`src/rtl/cpu_sequencer.sv`:
```
// cpu_sequencer: multi-cycle fetch/execute controller for the 8-bit accumulator CPU.
//
// Fetches an instruction byte over a req/ack handshake into IR, executes it in
// one cycle by steering the external combinational ALU and accumulator, and
// publishes accumulator values on a valid/ready output port.
//
// Ports:
//   clk, rst               clock (rising edge), synchronous active-high reset
//   start                  begin fetching at PC=0 from IDLE or HALT
//   step                   single-step request (only with CPU_SEQ_STEP_EN)
//   imem_req/addr/ack/data instruction fetch handshake
//   alu_sel/a/b, alu_result ALU control, operands and result
//   acc_rdata, acc_we, acc_wdata accumulator read/write
//   out_valid/data/ready   output port handshake
//   halted, pc             status
//
// Optional feature: define CPU_SEQ_STEP_EN to add the step input. The
// sequencer then parks in FETCH with imem_req low until step is seen, runs one
// instruction and parks again.
module cpu_sequencer #(
  parameter int unsigned ADDR_W = 4,
  parameter int unsigned DATA_W = 8
) (
  input  logic              clk,
  input  logic              rst,
  input  logic              start,
`ifdef CPU_SEQ_STEP_EN
  input  logic              step,
`endif
  output logic              imem_req,
  output logic [ADDR_W-1:0] imem_addr,
  input  logic              imem_ack,
  input  logic [7:0]        imem_data,
  output logic [3:0]        alu_sel,
  output logic [DATA_W-1:0] alu_a,
  output logic [DATA_W-1:0] alu_b,
  input  logic [DATA_W-1:0] alu_result,
  input  logic [DATA_W-1:0] acc_rdata,
  output logic              acc_we,
  output logic [DATA_W-1:0] acc_wdata,
  output logic              out_valid,
  output logic [DATA_W-1:0] out_data,
  input  logic              out_ready,
  output logic              halted,
  output logic [ADDR_W-1:0] pc
);

  typedef enum logic [2:0] {StIdle, StFetch, StExec, StOutw, StHalt} state_e;

`ifdef CPU_SEQ_STEP_EN
  // Entering FETCH parks with the request low until a step arrives.
  localparam logic FetchReq = 1'b0;
`else
  localparam logic FetchReq = 1'b1;
`endif

  state_e            state_q, state_d;
  logic [ADDR_W-1:0] pc_q, pc_d;
  logic [7:0]        ir_q, ir_d;
  logic              req_q, req_d;
  logic              out_valid_q, out_valid_d;
  logic [DATA_W-1:0] out_data_q, out_data_d;

  logic [3:0]        opcode;
  logic [ADDR_W-1:0] pc_inc;
  logic [ADDR_W-1:0] jmp_target;
  logic [DATA_W-1:0] imm_data;

  assign opcode     = ir_q[7:4];
  assign pc_inc     = pc_q + ADDR_W'(1);
  assign jmp_target = ADDR_W'(ir_q[3:0]);
  assign imm_data   = DATA_W'(ir_q[3:0]);

  always_ff @(posedge clk) begin
    if (rst) begin
      state_q     <= StIdle;
      pc_q        <= '0;
      ir_q        <= '0;
      req_q       <= 1'b0;
      out_valid_q <= 1'b0;
      out_data_q  <= '0;
    end else begin
      state_q     <= state_d;
      pc_q        <= pc_d;
      ir_q        <= ir_d;
      req_q       <= req_d;
      out_valid_q <= out_valid_d;
      out_data_q  <= out_data_d;
    end
  end

  always_comb begin
    state_d     = state_q;
    pc_d        = pc_q;
    ir_d        = ir_q;
    req_d       = req_q;
    out_valid_d = out_valid_q;
    out_data_d  = out_data_q;
    acc_we      = 1'b0;
    acc_wdata   = '0;
    alu_sel     = 4'h0;
    alu_a       = '0;
    alu_b       = '0;

    unique case (state_q)
      StIdle: begin
        if (start) begin
          state_d = StFetch;
          pc_d    = '0;
          req_d   = FetchReq;
        end
      end

      StFetch: begin
`ifdef CPU_SEQ_STEP_EN
        if (!req_q && step) req_d = 1'b1;
`endif
        // Only an ack against an outstanding request loads IR.
        if (req_q && imem_ack) begin
          ir_d    = imem_data;
          req_d   = 1'b0;
          state_d = StExec;
        end
      end

      StExec: begin
        alu_sel = opcode;
        alu_a   = acc_rdata;
        alu_b   = imm_data;
        state_d = StFetch;
        req_d   = FetchReq;
        pc_d    = pc_inc;
        case (opcode)
          4'h0, 4'h1, 4'h2, 4'h3, 4'h4: begin
            acc_we    = 1'b1;
            acc_wdata = alu_result;
          end
          4'h5: begin
            acc_we    = 1'b1;
            acc_wdata = imm_data;
          end
          4'h6: pc_d = jmp_target;
          4'h7: pc_d = (acc_rdata == '0) ? jmp_target : pc_inc;
          4'h8: begin
            out_data_d  = acc_rdata;
            out_valid_d = 1'b1;
            state_d     = StOutw;
            req_d       = 1'b0;
            pc_d        = pc_q;
          end
          4'hf: begin
            state_d = StHalt;
            req_d   = 1'b0;
            pc_d    = pc_q;
          end
          default: ;
        endcase
      end

      StOutw: begin
        if (out_ready) begin
          out_valid_d = 1'b0;
          pc_d        = pc_inc;
          state_d     = StFetch;
          req_d       = FetchReq;
        end
      end

      StHalt: begin
        if (start) begin
          pc_d    = '0;
          state_d = StFetch;
          req_d   = FetchReq;
        end
      end

      default: begin
        state_d = StIdle;
        req_d   = 1'b0;
      end
    endcase
  end

  assign imem_req  = req_q;
  assign imem_addr = pc_q;
  assign out_valid = out_valid_q;
  assign out_data  = out_data_q;
  assign halted    = (state_q == StHalt);
  assign pc        = pc_q;

endmodule

```
`config.mk`:
```
export PLATFORM = sky130hd
export DESIGN_NAME = cpu_sequencer
export DESIGN_NICKNAME = d
export VERILOG_FILES = /design/src/rtl/cpu_sequencer.sv
export SDC_FILE = /design/constraint.sdc
export NUM_CORES = 1
export LEC_CHECK = 0
export CORE_MARGIN = 10
export CORE_UTILIZATION = 41
export CTS_CLUSTER_SIZE = 24
export DETAILED_ROUTE_END_ITERATION = 6
export GPL_TIMING_DRIVEN = 0
export PLACE_DENSITY = 0.78
export SYNTH_ARGS = -nofsm -noshare
export SYNTH_HDL_FRONTEND = slang
export SYNTH_SLANG_ARGS = --single-unit
```
`constraint.sdc`:
```
create_clock -name clk -period 2 [get_ports clk]
set_clock_uncertainty 0.2 [all_clocks]
set_input_delay 0.2 -clock clk [delete_from_list [all_inputs] [get_ports clk]]
set_output_delay 0.2 -clock clk [all_outputs]
set_load 0.01 [all_outputs]
```
==> out/results.ini, run 1 <==
[outcome]
status=finished clean

[yosys]
ys_types=43
avgSynthCellArea_sq_um=8.14
ys_ff_latch=25
async_flop_share=0
ys_warn_count=0
syn_area_sq_um=1610
synth-edff-count=0
synth_ff_type=dfxtp_1
syn_inst=198
seq_area_frac_synth=0.311

[critical_path]
required_ps=1970
worst-path-max-fanout=3
worst-path-buf-inv=1
cp-start-kind=input pin
end_kind=register
r2r_slack_ps=120
crit_path_cell_trace=clkdlybuf4s50_1 -> or4_4 -> o21ai_4 -> nand3_2 -> mux2_4 -> a22o_1
worstPathArrival_ps=1930
worstSetupPathType=in -> reg
cp_slowest_cell=or4_4
cp_slowest_stage_delay_ps=490
cp_top_family=simple AND/OR/NAND/NOR gates

[global_route]
grtUsageTotal=0.149
grt_max_degree=15
grt_pass1_wl_mm=8.08
overflow=0
antenna_found_initial=0
grt_pass1_vias=1641

[detailed_routing]
final_antenna_net_count=0
drc_errors=0
drt_iter0_markers=131
num_vias=1735
avgViaCountPerCell=5.24
drt-total-wl_mm=5.41
route.detailed.wl_per_inst_um=16.4
first_pass_iters=4

[cells_and_area]
layout_commonest_cell=clkdlybuf4s50_1
multi_input_area_sq_um=1060
instances_no_fill=331
final_cell_mix=clkdlybuf4s50_1 (38), nor2_1 (29), and2_1 (22)
ff_latch_area_sq_um=519
diodes=0
drive_above_1_share=0.219
nets=314
area_growth_pct=58.8
nFillCells=327

[clock_tree]
cts_sinks=25
clock_path_buffers=2
clk_root_buffer_cell=clkbuf_8
clkSlewWorstSetupHoldPaths_ps=90
cts_tree=done
cts-htree-levels=1
cts_made_buffers=3
clk_latency_ps=270

[sta]
hold_viol_final=0
tightest_slew_ps=602
max_slew_margin=0.597
finalMaxSlewViolations=0
setup_viol=0
setup_tns_ps=0
fin_crit_sh=0.979
max_freq_mhz=510
post-route-min-period_ps=1960

[run]
drv_cap=0

[place]
dp.cells=320
io_buffers=71
gp_congestion=0.880
dp_hpwl_mm=3.92

[min_path]
min_path_type=in -> reg

[power_and_ir_drop]
pwr_density_cell_nw_per_um2=438
p_leak_nw=1.16
max-vdd-ir-drop_mv=0.347

[floorplan]
fp.dieArea_sq_um=6840
fp.dieH_um=82.7
io_pins=77
die_width_um=82.7
placementRows=22
start_util=0.430
core_sq_um=3740

==> area by class of cell <==
| class | count | area share |
|---|---|---|
| plain buffers | 19 | 0.0611 |
| clock buffers | 3 | 0.0161 |
| clock inverters | 1 | 0.00196 |
| inverters | 7 | 0.0103 |
| multi-input cells | 151 | 0.414 |
| flip-flops and latches | 25 | 0.203 |
| well taps | 48 | 0.0235 |
| repair buffers | 77 | 0.270 |
==> cells in the mapped netlist (all sizes together) (2+ instances only) <==
cell	count	area share
nand3b	3	0.019
a21oi	9	0.028
o21ai	8	0.027
a22o	3	0.016
mux2i	16	0.099
and3	5	0.019
nand2	2	0.0047
or4	2	0.014
clkbuf	6	0.020
nor3	3	0.0093
nand2b	3	0.012
a22oi	2	0.0093
and2	23	0.090
buf	13	0.060
o22ai	4	0.016
inv	7	0.016
nand3	11	0.034
nor2	30	0.070
o21a	6	0.028
dfxtp	25	0.31
o211ai	2	0.0093
==> path summary, 6_finish.rpt <==
kind | endpoint | cells after the start | from
worst min-delay path | out_data[5] | 3 | acc_rdata[5]
worst min register to register | out_valid | 2 | out_valid
worst max register to register | imem_addr[3] | 5 | ir_q[7]
worst max-delay path | imem_addr[2] | 6 | acc_rdata[6]
==> worst register-to-register path: cells and delay by family, from the launching register on <==
kind,cells,cell delay [ps]
AO/OA/AOI/OAI,2,370
flip-flops,1,580
AND/OR/NAND/NOR,3,620
==> repair_timing <==
action	4_1_cts	5_1_grt
endpoints found under the hold margin	1	0
setup buffers	3	2
pin swaps	3	7
hold buffers	1	0
setup endpoints to repair	36	26
gates cloned	1	0
gates resized for setup	51	52
==> layer usage <==
| layer | up-vias | track usage | part of all wire | wire, um |
|---|---|---|---|---|
| li1 | 857 | - | - | - |
| met1 | 804 | 0.182 | 0.42 | 2260 |
| met2 | 70 | 0.243 | 0.47 | 2520 |
| met3 | 4 | 0.0594 | 0.11 | 583 |
| met4 | 0 | 0.0251 | 0.0078 | 42 |
| met5 | - | 0 | 0 | 0 |
==> stage by stage <==
| step | total power, mW | instance area, sq um | hold slack [ps] | util | setup slack [ps] |
|---|---|---|---|---|---|
| CTS | 1.12 | 2520 | 160 | 0.674 | -77.3 |
| finish | 1.12 | 2560 | 43.6 | 0.683 | 41.0 |
| global route | 1.17 | 2560 | 69.0 | 0.683 | -20.2 |
| detailed placement | 0.807 | 2390 | 264 | 0.639 | -538 |
| floorplan | 0.686 | 1620 | 144 | - | 209 |
| global placement | 0.804 | 2390 | 255 | 0.639 | -532 |
==> state kept, by name, indices dropped and copies added (netlist names) <==
register	flops
state_q	3
out_valid	1
imem_addr	4
ir_q	8
imem_req	1
out_data	8
==> power by group <==
group | leakage (nW) | internal, mW | switching (mW)
clock | 0.0255 | 0.139 | 0.165
combinational | 0.927 | 0.152 | 0.131
sequential | 0.206 | 0.510 | 0.0240
total | 1.16 | 0.802 | 0.320
==> logic make-up after synthesis <==
group / after synthesis / synth area share
fa+ha+maj: 1 / 0.00776
buf+inv: 26 / 0.0963
simple gates: 85 / 0.295
other cells: 1 / 0.00233
flops: 25 / 0.311
compound gates: 43 / 0.179
mux: 17 / 0.109
No activity file was read; power rests on OpenSTA's default activity.
==> inputs of run 2 (changes only) <==
--- a/config.mk
+++ b/config.mk
@@ -5,6 +5,7 @@
 export SDC_FILE = /design/constraint.sdc
 export NUM_CORES = 1
 export LEC_CHECK = 0
+export CAP_MARGIN = 20
 export CORE_MARGIN = 10
 export CORE_UTILIZATION = 41
 export CTS_CLUSTER_SIZE = 24
==> results of run 2 <==
Final layout, timing and power as in run 1 (identical DEF).
